<file path="config.mk">
export PLATFORM = sky130hd
export DESIGN_NAME = x32_approx_mul_seq_flat
export DESIGN_NICKNAME = d
export VERILOG_FILES = /design/src/rtl/x32_approx_mul_seq_if.sv /design/src/rtl/x32_approx_mul_seq.sv /design/src/flat_wrapper.sv
export SDC_FILE = /design/constraint.sdc
export NUM_CORES = 1
export LEC_CHECK = 0
export CORE_MARGIN = 2
export CORE_UTILIZATION = 53
export DETAILED_ROUTE_END_ITERATION = 8
export GPL_TIMING_DRIVEN = 0
export HOLD_SLACK_MARGIN = 0.1
export PLACE_DENSITY = 0.71
export SLEW_MARGIN = 0
export SYNTH_ARGS = -nofsm -noshare
export SYNTH_HDL_FRONTEND = slang
export SYNTH_SLANG_ARGS = --single-unit
export TNS_END_PERCENT = 20
</file>
<file path="constraint.sdc">
create_clock -name clk -period 23.3 [get_ports clk]
set_clock_uncertainty 0.15 [all_clocks]
set_input_delay 4.66 -clock clk [delete_from_list [all_inputs] [get_ports clk]]
set_output_delay 4.66 -clock clk [all_outputs]
set_load 0.05 [all_outputs]
</file>
<file path="src/rtl/x32_approx_mul_seq_if.sv">
// x32_approx_mul_seq_if: operand/result valid-ready bundle for the
// sequential 32x32 multiplier front-end.
interface x32_approx_mul_seq_if;
  logic        in_valid;
  logic        in_ready;
  logic [31:0] op_a;
  logic [31:0] op_b;
  logic [1:0]  mode;
  logic        out_valid;
  logic        out_ready;
  logic [31:0] result;

  modport master (
    output in_valid, op_a, op_b, mode, out_ready,
    input  in_ready, out_valid, result
  );

  modport slave (
    input  in_valid, op_a, op_b, mode, out_ready,
    output in_ready, out_valid, result
  );
endinterface

</file>
<file path="src/rtl/x32_approx_mul_seq.sv">
// x32_approx_mul_seq: 32x32 MUL/MULH/MULHSU/MULHU over four 16x16 passes.
// Define X32_MUL_SIGNED_EN for signed MULH/MULHSU; otherwise they act as MULHU.
module x16_approx_mul #(
  parameter int N16 = 0,
  parameter int N8  = 0,
  parameter int N4  = 0
) (
  input  logic        clk,
  input  logic        reset,
  input  logic [15:0] a,
  input  logic [15:0] b,
  output logic [31:0] p
);
  logic [31:0] p_q, p_d;
  logic [31:0] ll, lh, hl, hh, s0, s1;

  // Lower-part-OR adder: n LSBs are OR-ed, carry-in guessed from bit n-1.
  function automatic logic [31:0] loa_add(
    input logic [31:0] x,
    input logic [31:0] y,
    input int          n
  );
    logic [31:0] m;
    logic [31:0] hi;
    logic        c;
    if (n <= 0)       m = '0;
    else if (n >= 32) m = '1;
    else              m = (32'd1 << n) - 32'd1;
    c  = |(x & y & (m ^ (m >> 1)));
    hi = (x & ~m) + (y & ~m) + (32'(c) << n);
    return (hi & ~m) | ((x | y) & m);
  endfunction

  function automatic logic [31:0] mul8(
    input logic [7:0] x,
    input logic [7:0] y
  );
    logic [31:0] q0, q1, q2, q3, t0, t1;
    q0 = 32'(x[3:0]) * 32'(y[3:0]);
    q1 = 32'(x[3:0]) * 32'(y[7:4]);
    q2 = 32'(x[7:4]) * 32'(y[3:0]);
    q3 = 32'(x[7:4]) * 32'(y[7:4]);
    t0 = loa_add(q0, q3 << 8, N4);
    t1 = loa_add(q1, q2, N4);
    return loa_add(t0, t1 << 4, N4);
  endfunction

  always_comb begin
    ll  = mul8(a[7:0], b[7:0]);
    lh  = mul8(a[7:0], b[15:8]);
    hl  = mul8(a[15:8], b[7:0]);
    hh  = mul8(a[15:8], b[15:8]);
    s0  = loa_add(ll, hh << 16, N8);
    s1  = loa_add(lh, hl, N8);
    p_d = loa_add(s0, s1 << 8, N16);
  end

  always_ff @(posedge clk or posedge reset) begin
    if (reset) p_q <= '0;
    else       p_q <= p_d;
  end

  assign p = p_q;
endmodule

module x32_approx_mul_seq #(
  parameter int N16 = 0,
  parameter int N8  = 0,
  parameter int N4  = 0
) (
  input  logic                 clk,
  input  logic                 resetn,
  x32_approx_mul_seq_if.slave  bus
);
  typedef enum logic [1:0] {
    IDLE, MUL, FIX, DONE
  } state_t;

  state_t      state_q, state_d;
  logic [31:0] a_q, a_d;
  logic [31:0] b_q, b_d;
  logic [1:0]  mode_q, mode_d;
  logic [63:0] acc_q, acc_d;
  logic [2:0]  cnt_q, cnt_d;
  logic [31:0] res_q, res_d;

  logic        accept;
  logic        sub_rst;
  logic [15:0] sub_a, sub_b;
  logic [31:0] sub_p;
  logic [63:0] prod_sh;
  logic [63:0] fix_p;
  logic [31:0] mag_a, mag_b;

  assign accept  = bus.in_valid && (state_q == IDLE);
  assign sub_rst = ~resetn;

`ifdef X32_MUL_SIGNED_EN
  logic sa, sb, neg_in;
  logic neg_q, neg_d;

  always_comb begin
    sa     = (bus.mode == 2'b01) || (bus.mode == 2'b10);
    sb     = (bus.mode == 2'b01);
    mag_a  = (sa && bus.op_a[31]) ? -bus.op_a : bus.op_a;
    mag_b  = (sb && bus.op_b[31]) ? -bus.op_b : bus.op_b;
    neg_in = (sa & bus.op_a[31]) ^ (sb & bus.op_b[31]);
    neg_d  = accept ? neg_in : neg_q;
  end

  always_ff @(posedge clk or negedge resetn) begin
    if (!resetn) neg_q <= 1'b0;
    else         neg_q <= neg_d;
  end

  assign fix_p = neg_q ? -acc_q : acc_q;
`else
  assign mag_a = bus.op_a;
  assign mag_b = bus.op_b;
  assign fix_p = acc_q;
`endif

  // Pair issued this cycle; its product lands in sub_p one cycle later.
  always_comb begin
    sub_a = '0;
    sub_b = '0;
    if (state_q == MUL) begin
      unique case (cnt_q)
        3'd0: begin sub_a = a_q[15:0];  sub_b = b_q[15:0];  end
        3'd1: begin sub_a = a_q[15:0];  sub_b = b_q[31:16]; end
        3'd2: begin sub_a = a_q[31:16]; sub_b = b_q[15:0];  end
        3'd3: begin sub_a = a_q[31:16]; sub_b = b_q[31:16]; end
        default: begin sub_a = '0; sub_b = '0; end
      endcase
    end
  end

  always_comb begin
    unique case (cnt_q)
      3'd1:       prod_sh = {32'd0, sub_p};
      3'd2, 3'd3: prod_sh = {16'd0, sub_p, 16'd0};
      3'd4:       prod_sh = {sub_p, 32'd0};
      default:    prod_sh = '0;
    endcase
  end

  x16_approx_mul #(
    .N16 (N16),
    .N8  (N8),
    .N4  (N4)
  ) u_sub (
    .clk   (clk),
    .reset (sub_rst),
    .a     (sub_a),
    .b     (sub_b),
    .p     (sub_p)
  );

  always_comb begin
    state_d = state_q;
    a_d     = a_q;
    b_d     = b_q;
    mode_d  = mode_q;
    acc_d   = acc_q;
    cnt_d   = cnt_q;
    res_d   = res_q;
    unique case (state_q)
      IDLE: begin
        if (accept) begin
          a_d     = mag_a;
          b_d     = mag_b;
          mode_d  = bus.mode;
          acc_d   = '0;
          cnt_d   = '0;
          state_d = MUL;
        end
      end
      MUL: begin
        acc_d = acc_q + prod_sh;
        cnt_d = cnt_q + 3'd1;
        if (cnt_q == 3'd4) begin
          cnt_d   = '0;
          state_d = FIX;
        end
      end
      FIX: begin
        res_d   = (mode_q == 2'b00) ? fix_p[31:0] : fix_p[63:32];
        state_d = DONE;
      end
      DONE: begin
        if (bus.out_ready) state_d = IDLE;
      end
    endcase
  end

  always_ff @(posedge clk or negedge resetn) begin
    if (!resetn) begin
      state_q <= IDLE;
      a_q     <= '0;
      b_q     <= '0;
      mode_q  <= '0;
      acc_q   <= '0;
      cnt_q   <= '0;
      res_q   <= '0;
    end else begin
      state_q <= state_d;
      a_q     <= a_d;
      b_q     <= b_d;
      mode_q  <= mode_d;
      acc_q   <= acc_d;
      cnt_q   <= cnt_d;
      res_q   <= res_d;
    end
  end

  assign bus.in_ready  = (state_q == IDLE);
  assign bus.out_valid = (state_q == DONE);
  assign bus.result    = res_q;
endmodule

</file>
<file path="src/flat_wrapper.sv">
// flat-port wrapper written by rule: the top's interface ports become plain ports
module x32_approx_mul_seq_flat 
#(
  parameter int N16 = 0,
  parameter int N8  = 0,
  parameter int N4  = 0
)
  (clk, resetn, bus_in_valid, bus_op_a, bus_op_b, bus_mode, bus_out_ready, bus_in_ready, bus_out_valid, bus_result);
  x32_approx_mul_seq_if bus_i ();
  input  logic clk;
  input  logic resetn;
  input wire logic [$bits(bus_i.in_valid)-1:0] bus_in_valid;
  input wire logic [$bits(bus_i.op_a)-1:0] bus_op_a;
  input wire logic [$bits(bus_i.op_b)-1:0] bus_op_b;
  input wire logic [$bits(bus_i.mode)-1:0] bus_mode;
  input wire logic [$bits(bus_i.out_ready)-1:0] bus_out_ready;
  output wire logic [$bits(bus_i.in_ready)-1:0] bus_in_ready;
  output wire logic [$bits(bus_i.out_valid)-1:0] bus_out_valid;
  output wire logic [$bits(bus_i.result)-1:0] bus_result;
  assign bus_i.in_valid = bus_in_valid;
  assign bus_i.op_a = bus_op_a;
  assign bus_i.op_b = bus_op_b;
  assign bus_i.mode = bus_mode;
  assign bus_i.out_ready = bus_out_ready;
  assign bus_in_ready = bus_i.in_ready;
  assign bus_out_valid = bus_i.out_valid;
  assign bus_result = bus_i.result;
  x32_approx_mul_seq #(.N16(N16), .N8(N8), .N4(N4)) u_core (.clk(clk), .resetn(resetn), .bus(bus_i));
endmodule
</file>
==> impl_metrics.yaml <==
status:
  status: "finished, final reports clean"
logic_synthesis:
  synth_area_leader_cell: "dfrtp_1"
  ys.flop_type: "dfrtp_1"
  synthXorXnorAreaFrac: 0.0534
  synth.top_cells.by_area: "dfrtp_1 21%, ha_1 21%, fa_1 11%"
  synth_fa_ha_area_frac: 0.319
  yosysMostFrequentCell: "ha_1"
  syn-num-nets: 3244
  async_flop_share: 1.00
  synth.distinct_cells: 72
  synth_seq_cells: 199
  netlist_top_cells_count: "389 x ha_1, 285 x nor2_1, 274 x inv_1"
  synth_area_um2: 23500
  ys_seq_area_frac: 0.212
  synthSimpleGateAreaFrac: 0.133
  yosys_warnings: 0
  syn_inst: 2654
  synth_top_family_by_area: "adder cells"
  yosysTopAreaCellShare: 0.212
  synth_edf_count: 0
  synth_mux_area_frac: 0.0543
  synth-compound-area-share: 0.166
  synth_area_per_cell_um2: 8.84
clocking:
  cts_buffer_depth: 2
  post_cts_buffers: 0
  cts-root-buf: "clkbuf_16"
  cts.sinks: 199
  cts_tree: "built"
  clkLatencyLatePin_ns: 0.49
  htreeDepth: 4
  path_clk_slew_ns: 0.08
  postCtsHoldBufs: 0
  ctsResizeCount: 0
  cts_buffers: 17
global_routing:
  grt_antenna_before_repair: 0
  grt_start_max_net_pins: 113
  overflow: 0
  grt_pass1_wl_mm: 113
  grt_pass1_vias: 20000
  groute.usage.overall: 0.322
sta:
  timing_hold_violations_final: 0
  period_share: 0.592
  setup_violations: 0
  slew_viol_final: 0
  fmaxAchievable_ghz: 0.0725
  final.setup.tns_ns: 0
  final.setup.worst_slack_ns: 9.50
  slew_headroom: 0.0213
  rsz0062_at_grt: "false"
  fin_crit_ns: 13.80
  worst_slew_pin_slew_ns: 1.47
floorplan:
  die_area_um2: 46000
  row_count: 77
  start_util: 0.534
  dieWidth_um: 214
  ios: 104
  core_area_um2: 43900
  dieHeight_um: 214
setup_path:
  crit_top_cell: "ha_1"
  slowest_stage: "a22oi_1"
  crit_family: "adder cells"
  critPathRequiredTime_ns: 23.55
  start_kind: "flip-flop"
  path_max_fanout: 10
  cp.buffers_inverters: 11
  crit_path_max_incr_delay_ns: 1.02
  arrival_ns: 14.04
  end_kind: "flip-flop"
  crit_type: "flip-flop to flip-flop"
cells_and_area:
  antennaDiodeCount: 0
  drive_above_1_share: 0.0570
  area_delta_synth_final_pct: 10.3
  fillCellCount: 3945
  finalInstanceArea_um2: 25900
  nNetsFinal: 3368
routing:
  first_iter_violations: 1334
  wirelength_mm: 73.4
  drcViolationCount: 0
  ant_nets: 0
  routedWlPerCell_um: 21.7
  routed-via-count: 19900
  routed_via_density: 5.89
  drt_first_pass_iters: 6
place:
  dpl_cell_area_um2: 25300
  dpl.hpwl_mm: 61.2
  post-place-ws_ns: 9.70
  place.gp.congestion: 0.978
  io_buffers: 103
min_path:
  hold_path_class: "flip-flop to flip-flop"
job:
  max_cap_viol_count: 0
## worst register-to-register path: cells and delay by family, from the launching register on
family                   cells  cell delay, ns
AO/OA/AOI/OAI               11            3.05
XOR/XNOR                     4            0.79
adder cells (fa/ha/maj)     15            5.91
buffers and inverters       11            2.11
flip-flops                   1            0.38
AND/OR/NAND/NOR             10            1.29
## kinds of logic (layout without fill, tap and decap cells)
kind of cell / after synthesis / after routing
XOR/XNOR: 143 / 143
AO/OA/AOI/OAI: 597 / 597
buffers and inverters: 377 / 514
AND/OR/NAND/NOR: 701 / 701
multiplexers: 117 / 117
flip-flops: 199 / 199
adder cells (fa/ha/maj): 520 / 520
## registers in the layout, indices dropped and copies added (netlist names)
name,flops
u_core.a_q,32
u_core.acc_q,64
u_core.b_q,32
u_core.bus.result,32
u_core.cnt_q,3
u_core.mode_q,2
u_core.state_q,2
u_core.u_sub.p,32
## metrics by stage
| step | hold slack [ns] | cells | util |
|---|---|---|---|
| after floorplan | 0.324 | 2654 | - |
| after global placement | 0.333 | 3349 | 0.574 |
| after detailed placement | 0.342 | 3351 | 0.575 |
| after CTS | 0.361 | 3383 | 0.589 |
| after global routing | 0.374 | 3383 | 0.589 |
| final | 0.360 | 3383 | 0.589 |
## placed cells by master (no fill, tap or decap), types with 18 or more instances in the layout
| master | n |
|---|---|
| a21o_1 | 58 |
| xnor2_1 | 104 |
| nor2_1 | 285 |
| dfrtp_1 | 199 |
| nand3_1 | 28 |
| xor2_1 | 39 |
| a21oi_1 | 189 |
| o21ai_0 | 116 |
| nand4_1 | 28 |
| mux2_2 | 82 |
| clkdlybuf4s50_1 | 102 |
| inv_1 | 274 |
| ha_1 | 389 |
| clkbuf_1 | 79 |
| nand2_1 | 222 |
| o21a_1 | 18 |
| a22o_1 | 50 |
| o21bai_1 | 39 |
| mux2i_1 | 35 |
| and2_1 | 37 |
| fa_1 | 131 |
| and3_1 | 29 |
## path summary, 6_finish.rpt
path | from | endpoint | slack [ns] | cells past startpoint
setup / recovery | u_core.cnt_q[0]$_DFFE_PN0P_ | u_core.u_sub.p[29]$_DFF_PN0_ | 9.50 | 51
hold / removal | u_core.b_q[12]$_DFFE_PN0P_ | u_core.b_q[12]$_DFFE_PN0P_ | 0.36 | 1
setup reg to reg | u_core.cnt_q[0]$_DFFE_PN0P_ | u_core.u_sub.p[29]$_DFF_PN0_ | 9.50 | 51
hold reg to reg | u_core.b_q[12]$_DFFE_PN0P_ | u_core.b_q[12]$_DFFE_PN0P_ | 0.36 | 1
max in group asynchronous | resetn | u_core.a_q[14]$_DFFE_PN0P_ | 17.95 | 2
min in group asynchronous | resetn | u_core.bus.result[18]$_DFFE_PN0P_ | 4.02 | 1
## area by class of cell
class                   instances  area (um^2)  area share
multi-input cells            2078        17000       0.658
clock buffers                  17          425      0.0164
plain buffers                 103          413      0.0160
clock inverters                15          178     0.00687
flip-flops and latches        199         4980       0.193
well taps                     592          741      0.0286
repair buffers                105         1070      0.0414
inverters                     274         1030      0.0398
## layer usage
| layer | vias to the layer above | wire, um | GRT usage |
|---|---|---|---|
| li1 | 9396 | - | - |
| met1 | 9773 | 30200 | 0.402 |
| met2 | 607 | 35700 | 0.548 |
| met3 | 139 | 4160 | 0.0488 |
| met4 | 0 | 3410 | 0.150 |
| met5 | - | 0 | 0 |
Power is not shown: default switching activity piles up to over one toggle a cycle in this logic, so the estimate is an artifact.
